$ cat src/rtl/glyph_rom_arbiter.sv
// glyph_rom_arbiter: round-robin arbiter sharing one glyph ROM port among N_REQ requesters.
// Define GLYPH_ARB_PRIORITY_EN to give requester 0 absolute priority over a round-robin of the rest.
module glyph_rom_arbiter #(
   parameter int N_REQ   = 4,
   parameter int ROM_LAT = 1
) (
   input  logic                 clk,
   input  logic                 rst,
   input  logic [N_REQ-1:0]     req_valid,
   input  logic [6*N_REQ-1:0]   req_txt_addr,
   input  logic [3*N_REQ-1:0]   req_h_point,
   input  logic [3*N_REQ-1:0]   req_v_point,
   output logic [N_REQ-1:0]     req_ready,
   output logic [5:0]           rom_txt_addr,
   output logic [2:0]           rom_h_point,
   output logic [2:0]           rom_v_point,
   input  logic [11:0]          rom_pixel,
   output logic                 rsp_valid,
   output logic [2:0]           rsp_id,
   output logic [11:0]          rsp_pixel
);
`ifdef GLYPH_ARB_PRIORITY_EN
   localparam logic [2:0] RR_RST = 3'd1;
`else
   localparam logic [2:0] RR_RST = 3'd0;
`endif
   logic [2:0]               r_rr_ptr;
   logic [5:0]               r_txt;
   logic [2:0]               r_h;
   logic [2:0]               r_v;
   logic [ROM_LAT:0]         r_vld;
   logic [ROM_LAT:0]         r_oor;
   logic [ROM_LAT:0][2:0]    r_id;
   logic [7:0]               w_vld8;
   logic [2:0]               w_cand;
   logic [2:0]               w_gidx;
   logic [2:0]               w_rr_next;
   logic                     w_found;
   logic                     w_accept;
   logic                     w_oor;
   logic [5:0]               w_txt;
   logic [2:0]               w_h;
   logic [2:0]               w_v;

   assign w_vld8 = 8'(req_valid);

   always_comb begin
      w_found = 1'b0;
      w_gidx  = '0;
      w_cand  = '0;
`ifdef GLYPH_ARB_PRIORITY_EN
      w_found = w_vld8[0];
      for (int k = 0; k < N_REQ - 1; k++) begin
         w_cand = 3'(1 + (int'(r_rr_ptr) - 1 + k) % (N_REQ - 1));
         if (!w_found && w_vld8[w_cand]) begin
            w_found = 1'b1;
            w_gidx  = w_cand;
         end
      end
      w_rr_next = (w_gidx == 3'd0) ? r_rr_ptr : (w_gidx == 3'(N_REQ - 1)) ? 3'd1 : w_gidx + 3'd1;
`else
      for (int k = 0; k < N_REQ; k++) begin
         w_cand = 3'((int'(r_rr_ptr) + k) % N_REQ);
         if (!w_found && w_vld8[w_cand]) begin
            w_found = 1'b1;
            w_gidx  = w_cand;
         end
      end
      w_rr_next = (w_gidx == 3'(N_REQ - 1)) ? 3'd0 : w_gidx + 3'd1;
`endif
   end

   assign w_accept  = w_found & ~rst;
   assign req_ready = w_accept ? N_REQ'(1 << w_gidx) : '0;
   assign w_txt     = 6'(req_txt_addr >> (6 * w_gidx));
   assign w_h       = 3'(req_h_point >> (3 * w_gidx));
   assign w_v       = 3'(req_v_point >> (3 * w_gidx));
   assign w_oor     = (w_txt > 6'd35) | (w_h > 3'd4) | (w_v > 3'd6);

   // Out-of-range flag rides alongside the id so the ROM data can be masked at the output
   always_ff @(posedge clk) begin
      if (rst) begin
         r_rr_ptr <= RR_RST;
         r_txt    <= '0;
         r_h      <= '0;
         r_v      <= '0;
         r_vld    <= '0;
         r_oor    <= '0;
         r_id     <= '0;
      end else begin
         if (w_accept) begin
            r_rr_ptr <= w_rr_next;
            r_txt    <= w_txt;
            r_h      <= w_h;
            r_v      <= w_v;
         end
         r_vld <= {r_vld[ROM_LAT-1:0], w_accept};
         r_oor <= {r_oor[ROM_LAT-1:0], w_oor};
         r_id  <= {r_id[ROM_LAT-1:0], w_gidx};
      end
   end

   assign rom_txt_addr = r_txt;
   assign rom_h_point  = r_h;
   assign rom_v_point  = r_v;
   assign rsp_valid    = r_vld[ROM_LAT];
   assign rsp_id       = rsp_valid ? r_id[ROM_LAT] : 3'd0;
   assign rsp_pixel    = (rsp_valid && !r_oor[ROM_LAT]) ? rom_pixel : 12'h000;
endmodule

$ cat config.mk
export PLATFORM = sky130hd
export DESIGN_NAME = glyph_rom_arbiter
export DESIGN_NICKNAME = d
export VERILOG_FILES = /design/src/rtl/glyph_rom_arbiter.sv
export SDC_FILE = /design/constraint.sdc
export NUM_CORES = 1
export LEC_CHECK = 0
export CELL_PAD_IN_SITES_DETAIL_PLACEMENT = 1
export CELL_PAD_IN_SITES_GLOBAL_PLACEMENT = 1
export CORE_AREA = 3 3 97 71
export CTS_CLUSTER_DIAMETER = 60
export CTS_CLUSTER_SIZE = 10
export DETAILED_ROUTE_END_ITERATION = 16
export DIE_AREA = 0 0 100 74
export PLACE_DENSITY = 0.9
export SLEW_MARGIN = 20
export SYNTH_ARGS = -nofsm -noshare
export SYNTH_HDL_FRONTEND = slang
export SYNTH_SLANG_ARGS = --single-unit
$ cat constraint.sdc
create_clock -name clk -period 3 [get_ports clk]
set_input_delay 0.6 -clock clk [delete_from_list [all_inputs] [get_ports clk]]
set_output_delay 0.6 -clock clk [all_outputs]
set_load 0.05 [all_outputs]
Word-level counts from Yosys, hierarchy flattened. Index checks and enable logic that the tools add are counted.

Register bits: 24. Input port bits: 66. Output and inout bits: 32. Logic and storage cells: 64.

$add $sub $neg: 4. $mul: 2. Order comparisons: 7. Equal/unequal tests: 1. Shifts and indexed selects: 4. Muxes and demuxes: 20. Bitwise gates (word level): 7. Reductions and logical operators: 11.

Operators with widths (number): >> shifter 12 x 5 -> 3 bit (2); >> shifter 24 x 6 -> 6 bit (1); less-than comparator 3 x 4 -> 1 bit (second input constant) (3); two-way mux 12 bit (1); two-way mux 3 bit (4); multiplier 2 x 3 -> 5 bit (first input constant) (2); binary-select mux 1 bit (select 3 bit) (3); two-way mux 1 bit (8); greater-than comparator 3 bit (second input constant) (2); greater-than comparator 6 bit (second input constant) (1); OR reduction 2 bit (3); adder 2 x 1 -> 2 bit (second input constant) (2); adder 2 bit (second input constant) (2); logical AND 1 bit (4); logical NOT 1 bit (4); less-than comparator 2 x 4 -> 1 bit (second input constant) (1); two-way mux 2 bit (2); two-way mux 4 bit (1); << shifter 1 x 3 -> 4 bit (first input constant) (1); AND 1 bit (first input constant) (3); equality test 3 x 2 -> 1 bit (second input constant) (1); binary-select mux 1 bit (select 2 bit) (1); bitwise OR 1 bit (2); AND 1 bit (1); NOT 1 bit (1).

Logic depth before layout (Yosys ltp). Gate-level depths: netlist of the first run.

Word-level depth: 18. Depth in mapped cells: 10. Gate-level depth less buffers: 7.

Worst setup path after synthesis of the first run. OpenSTA, ideal clock, no wires.

Path kind: input to output. From: in req_valid[2]. To: out req_ready[0]. Data arrival time: 2.026 ns. Data required time: 2.400 ns. Path slack: 0.374 ns. Stages on the path: 7. Buffers on the path: 1. Path through: mux2i_1 > nor2_1 > a311oi_2 > buf_4 > inv_1 > ha_1 > and2_1.

Longest elaborated chain between the ends: 14. Elaborated cells between the ends (all ways): 25. Classes of those cells: shift (1); mux (17); bitwise (1); reduce/logical (6).

RTL lines: from (decl) (line 9) `input logic [N_REQ-1:0] req_valid,`; binary-select mux 1 bit (select 2 bit) (line 64) `if (!w_found && w_vld8[w_cand]) begin`; two-way mux 1 bit (not written as such) (line 64); two-way mux 1 bit (line 64); logical NOT 1 bit (line 64); logical AND 1 bit (line 64); two-way mux 1 bit (line 64); logical NOT 1 bit (line 64); logical AND 1 bit (line 64); two-way mux 1 bit (line 64); logical NOT 1 bit (line 64); logical AND 1 bit (line 64); two-way mux 3 bit (*) (line 64); named net w_gidx[0] (line 36) `logic [2:0] w_gidx;`; << shifter 1 x 3 -> 4 bit (*) (line 74) `assign req_ready = w_accept ? N_REQ'(1 << w_gidx) : '0;`; two-way mux 4 bit (*) (line 74); to (decl) (line 13) `output logic [N_REQ-1:0] req_ready,`.

The timed path passes the listed nets; every way through them passes the cells marked *. The select of a mux whose other input is x is not followed.

Final worst setup path of the first run.
From: in req_valid[3]. To: out req_ready[0].

Longest elaborated chain between the ends: 14. Elaborated cells between the ends (all ways): 25. Classes of those cells: shift (1); mux (17); bitwise (1); reduce/logical (6).

RTL lines (line): binary-select mux 1 bit (select 2 bit) (64); two-way mux 1 bit (not written as such) (64); two-way mux 1 bit (64); logical NOT 1 bit (64); logical AND 1 bit (64); two-way mux 1 bit (64); logical NOT 1 bit (64); logical AND 1 bit (64); two-way mux 1 bit (64); logical NOT 1 bit (64); logical AND 1 bit (64); two-way mux 3 bit / two-way mux 1 bit (equally long branches) (64); << shifter 1 x 3 -> 4 bit / AND 1 bit (equally long branches) (74, 73); two-way mux 4 bit (*) (74).

Every way passes the cells marked *; elsewhere a longest branch is shown, timed or not. The select of a mux whose other input is x is not followed.

==> out/results.ini, run 1 <==
[status]
status = completed

[placed_design]
dp_slack_ps = -41.03
routabilityCongestion = 0.7213
io_buffers = 96
dp_hpwl_um = 4036
placed_cells = 330

[clock_network]
cts.path.max_buffers = 2
tritoncts = done
h-tree-depth = 1
cts_root_buffer = clkbuf_8
cts_made_buffers = 3
path_clk_slew_ps = 80
clkLatencyLatePin_ps = 260
clkSinkCount = 22

[die]
fp.coreArea_mm2 = 0.006096
die_w_um = 100
rows = 24
io_pins = 98
start_util_pct = 23.36
die_area_mm2 = 0.007400
die_h_um = 74

[finish]
layout-drive-gt1-share_pct = 10.89
final_nets = 328
n_antenna_cell = 0
post_layout_nonfiller_instances = 335
syn_to_final_growth_pct = 80.05

[global_routing]
gr-total-overflow = 0
antenna_found_initial = 0
grt.total_usage_pct = 13.17
grt_pass1_vias = 1536
grt_pass1_wl_um = 7624
grt_max_degree = 23

[yosys]
synthCells = 160
yosys-top-cells-count = 27 x mux2i_1, 22 x dfxtp_1, 20 x nand2_1
synth_top_area_cell = dfxtp_1
ys_types = 30
syn_nets = 230
netlist_top_cells_area = dfxtp_1 31%, mux2i_1 19%, and2_1 7.9%, mux2_2 6.3%, nand2_1 5.3%
ys_ff_latch = 22
synth_top_area_share_pct = 30.93
synth.most_common_cell = mux2i_1
yosysSeqAreaShare_pct = 30.93
syn_area_per_cell_um2 = 8.899
yosysWarnings = 0
ys.flop_type = dfxtp_1
synth.cell_area_mm2 = 0.001424
synth-edff-count = 0
async_reset_ff_share_pct = 0

[sta]
tns_ps = 0
drv_slew = 0
setup_viol = 0
fmax_ghz = 0.3456
min_period_ps = 2894
finalWorstSetupSlack_ps = 106.3
worstMarginPinSlew_ps = 559.2
fin_crit_sh_pct = 96.46
fin_skew_ps = 1.128
relSlewSlack_pct = 62.64
hold_viol = 0
rsz0062_at_grt = false
holdWs_ps = 443.8

[critical_path]
start_kind = input pin
crit_required_ps = 2400
crit_path_max_incr_delay_ps = 560
cp_top_family = buffers and inverters
crit_buf_inv = 4
cp_max_fo = 5
critPathSlowestCell = clkdlybuf4s50_1
arrival_ps = 2290
reg2reg_to = r_oor[0]$_SDFF_PP0_
path_depth = 7
end_kind = output pin
worstSetupPathType = input pin to output pin
regToRegSetupSlack_ps = 600
worstPathCellList = clkdlybuf4s50_1 -> inv_1 -> a311oi_4 -> inv_2 -> ha_1 -> and2_1 -> buf_4
r2r-start = r_rr_ptr[1]$_SDFFE_PP0P_
ff2ff_path_depth = 8

[min_path]
min_path_cells = 1
min_path_type = register to register
min_to = r_id[3]$_SDFF_PP0_
min_from = r_id[0]$_SDFF_PP0_

[drt]
drc = 0
ant_nets = 0
initialDrtViolationCount = 33
vias = 1485
viasPerCell = 4.433
drtPass1Iterations = 4
wire_per_inst_um = 14.31
postRouteWirelength_um = 4793

[pwr]
power_leakage_nw = 1.018
power_density_mw_per_mm2 = 477.7
p_total_mw = 1.225
vdd_drop_max_uv = 232.0

[run]
maxCapViolations = 0

## worst reg2reg max path, cell delays in order, from the launching register on
cell	delay, ps
dfxtp_1	510
nand2b_1	150
a21oi_1	100
a311oi_4	340
buf_6	160
buf_4	160
mux2_2	360
or3_1	380
a31oi_1	170
## cell type report
cell class	instances	area (µm²)
Fill cell	713	3532
Clock buffer	3	41.29
Clock inverter	1	30.03
Multi-Input combinational cell	124	905.9
Inverter	4	15.01
Tap cell	78	97.59
Sequential cell	22	440.4
Timing Repair Buffer	103	1033
## repair_timing
item                                    CTS  global route
cloned                                    0             0
pin swaps                                 0             1
resized for setup                         1             4
hold buffers                              0             0
buffers inserted                          0             1
endpoints found under the setup margin    4             4
## logic make-up after synthesis
kind of cell             share of synthesized area (%)
flip-flops                                       30.93
multiplexers                                     25.31
AO/OA/AOI/OAI                                    12.21
other                                           0.2634
AND/OR/NAND/NOR                                  21.09
adder cells (fa/ha/maj)                          3.515
buffers and inverters                            6.678
## where the power goes
group | internal [mW] | switching, mW
clock | 0.178 | 0.102
combinational | 0.281 | 0.309
sequential | 0.331 | 0.0239
total | 0.790 | 0.435
## how the worst max path moves through the flow
stage / from / slack (ps) / end
after floorplan: req_valid[2] / 370 / req_ready[0]
after global placement: req_valid[0] / 50 / req_ready[3]
after detailed placement: req_valid[0] / -40 / req_ready[0]
after CTS: req_valid[2] / 30 / req_ready[0]
after global routing: r_vld[1]$_SDFF_PP0_ / 2 / rsp_pixel[4]
final: req_valid[3] / 110 / req_ready[0]
## through the flow
step	cell area, µm²	utilization, %
floorplan	1424	-
global placement	2469	40.50
detailed placement	2469	40.50
CTS	2539	41.65
global route	2564	42.06
finish	2564	42.06
## per-layer routing
layer	part of all wire [%]	GRT usage, %	up-vias
met4	0.48	2.242	0
met1	40	15.23	694
li1	-	-	731
met5	0	0	-
met2	50	24.46	58
met3	9.1	4.217	2
## cells in the final DEF, fill, tap and decap left out, types with 2 or more instances in the layout
cell type,n
clkdlybuf4s50_1,90
mux2i_1,27
dfxtp_1,22
nand2_1,20
and2_1,18
nor2_1,12
mux2_2,8
o21a_1,8
buf_4,8
a21oi_1,7
nor2b_1,5
ha_1,4
inv_1,3
clkbuf_8,3
nand3_1,2
buf_12,2
## sequential cells by signal, summed over array words and instances, names as in the netlist
signal and count:
rom_h_point 3, rom_txt_addr 6, r_rr_ptr 2, r_oor 2
r_vld 2, rom_v_point 3, r_id 4
No activity file was read; power rests on OpenSTA's default activity.
==> run 2: changes to the inputs <==
Settings changed: CELL_PAD_IN_SITES_DETAIL_PLACEMENT 1 to not set, CELL_PAD_IN_SITES_GLOBAL_PLACEMENT 1 to not set, CORE_AREA 3 3 97 71 to 3 3 81 60, DIE_AREA 0 0 100 74 to 0 0 84 63, REMOVE_ABC_BUFFERS set to 1.
==> out/results.ini, run 2 (synthesis gave the netlist of run 1 again) <==
[critical_path]
crit_buf_inv = 3  ; -1
cp_max_fo = 5  ; unchanged
start_kind = input pin
ff2ff_path_depth = 9  ; +1
r2r-start = r_rr_ptr[1]$_SDFFE_PP0P_
startpoint = req_valid[1]
crit_required_ps = 2400  ; about the same
end_kind = output pin
arrival_ps = 2330  ; +40 ps
regToRegSetupSlack_ps = 500  ; -100 ps
cp_top_family = buffers and inverters
reg2reg_to = r_oor[0]$_SDFF_PP0_
critPathSlowestCell = clkdlybuf4s50_1
worstPathCellList = clkdlybuf4s50_1 -> a21oi_1 -> a311oi_2 -> buf_4 -> ha_1 -> and2_1 -> buf_12
crit_path_max_incr_delay_ps = 600  ; +40 ps
worstSetupPathType = input pin to output pin

[min_path]
min_to = r_id[4]$_SDFF_PP0_
min_from = r_id[1]$_SDFF_PP0_
min_path_cells = 1  ; unchanged
min_path_type = register to register

[sta]
hold_viol = 0  ; unchanged
worstMarginPinSlew_ps = 530.5  ; -28.73 ps
relSlewSlack_pct = 64.52  ; +1.9 points
min_period_ps = 2934  ; +40.12 ps
setup_viol = 0  ; unchanged
fin_crit_sh_pct = 97.79  ; +1.3 points
drv_slew = 0  ; unchanged
finalWorstSetupSlack_ps = 66.19  ; -40.12 ps
holdWs_ps = 441.9  ; -1.955 ps
fmax_ghz = 0.3409  ; -1.4%
rsz0062_at_grt = false
fin_skew_ps = 3.815  ; +2.687 ps

[status]
status = completed

[drt]
viasPerCell = 4.598  ; +3.7%
drtPass1Iterations = 4  ; unchanged
initialDrtViolationCount = 35  ; +6.1%
postRouteWirelength_um = 4095  ; -15%
vias = 1453  ; -2.2%
wire_per_inst_um = 12.96  ; -9.4%
ant_nets = 0  ; unchanged
drc = 0  ; unchanged

[clock_network]
cts.path.max_buffers = 2  ; unchanged
cts_root_buffer = clkbuf_8
clkSinkCount = 22  ; unchanged
tritoncts = done
cts_made_buffers = 3  ; unchanged
path_clk_slew_ps = 80  ; about the same
cts_hold_buf = 0  ; unchanged
clkLatencyLatePin_ps = 270  ; about the same
h-tree-depth = 1  ; unchanged

[finish]
register_area_um2 = 440.4  ; unchanged
multi_input_area_um2 = 894.6  ; -1.2%
layout-drive-gt1-share_pct = 12.26  ; +1.4 points
post_layout_nonfiller_instances = 316  ; -5.7%
final_nets = 332  ; +1.2%
mostFrequentLayoutCell = clkdlybuf4s50_1
syn_to_final_growth_pct = 79.00
n_fill_cell = 364  ; -49%
largest_reg_flops = 6  ; unchanged
layout_common_cells = 92 x clkdlybuf4s50_1, 27 x mux2i_1, 22 x dfxtp_1
n_antenna_cell = 0  ; unchanged

[global_routing]
grt_max_degree = 23  ; unchanged
antenna_found_initial = 0  ; unchanged
grt_pass1_vias = 1390  ; -9.5%
gr-total-overflow = 0  ; unchanged
grt_pass1_wl_um = 6472  ; -15%
grt.total_usage_pct = 15.03  ; +1.9 points

[pwr]
power_density_mw_per_mm2 = 478.2  ; +0.11%
clockPowerShare_pct = 22.7  ; -0.2 points
switching_share_pct = 34.64  ; -0.85 points
power.switching_mw = 0.4222  ; -2.9%
power_leakage_nw = 1.025  ; +0.63%
comb_power_share_pct = 48.4  ; +0.3 points
power_frac_seq_pct = 28.9  ; about the same
p_int_mw = 0.7967  ; +0.83%
vdd_drop_max_uv = 250.2  ; +7.8%

[placed_design]
routabilityCongestion = 0.7851  ; +8.8%
placed_cells = 311  ; -5.8%
dp_slack_ps = -5.662  ; +35.36 ps
io_buffers = 96  ; unchanged
dp_hpwl_um = 3485  ; -14%

[die]
die_h_um = 63  ; -15%
start_util_pct = 33.67  ; +10 points
die_area_mm2 = 0.005292  ; -28%
die_w_um = 84  ; -16%
rows = 20  ; -17%
io_pins = 98  ; unchanged
fp.coreArea_mm2 = 0.004229  ; -31%

[run]
maxCapViolations = 0  ; unchanged

-- run 2: cell count changes in the layout (fill, tap and decap cells not counted) --
cell             before  now
dlymetal6s2s_1        1    0
buf_4                 8   13
buf_6                 1    0
dlygate4sd2_1         1    0
a311oi_2              0    1
a311oi_4              1    0
clkdlybuf4s50_1      90   92
-- run 2: repair_timing --
item	in CTS	in global routing
setup buffers	1	0
pin swaps	0	1
resized for setup	0	1
setup endpoints to repair	1	2
-- run 2: how the worst max path moves through the flow --
stage	to	slack (ps)	cells past startpoint
3_5_place_dp	req_ready[3]	-6	8
5_1_grt	req_ready[0]	10	9
4_1_cts	req_ready[0]	20	8
6_report	req_ready[3]	70	7
2_1_floorplan	req_ready[0]	-570	3
3_3_place_gp	req_ready[1]	70	8
-- run 2: metal layers --
layer  GRT usage [%]  share of wire [%]  routed length (µm)  vias up
li1                -                  -                   -      741
met1           18.69                 44                1808      646
met3           5.270                9.3                 379        2
met2           25.50                 46                1888       64
met5               0                  0                   0        -
met4           2.410               0.46                  19        0
-- run 2: area by class of cell --
class,count,area share [%]
clock inverter,1,1.178
multi-input combinational,124,35.10
clock buffer,3,1.620
sequential,22,17.28
timing repair buffer,107,41.53
tap,55,2.700
inverter,4,0.5891
-- run 2: worst register-to-register path: stages, from the launching register on --
cell and delay, ps:
dfxtp_1 480, mux2i_1 220, nor2_1 70, a311oi_2 330
buf_4 200, buf_4 160, buf_4 140, mux2_2 330
or3_1 350, a31oi_1 150
-- run 2: power groups by stage --
stage | registers, mW | clock network, mW | logic [mW]
2_1_floorplan | 0.441 | 0 | 0.262
3_3_place_gp | 0.358 | 0 | 0.581
3_5_place_dp | 0.359 | 0 | 0.588
4_1_cts | 0.352 | 0.282 | 0.593
5_1_grt | 0.358 | 0.289 | 0.628
6_report | 0.353 | 0.277 | 0.590
-- run 2: per-stage QoR --
stage	utilization (%)	area [µm²]	power (mW)	TNS, ps
after floorplan	-	1344	0.7036	-2262
after global placement	58.40	2470	0.9392	0
after detailed placement	58.40	2470	0.9466	-5.662
after CTS	60.27	2549	1.228	0
after global routing	60.27	2549	1.275	0
final	60.27	2549	1.219	0
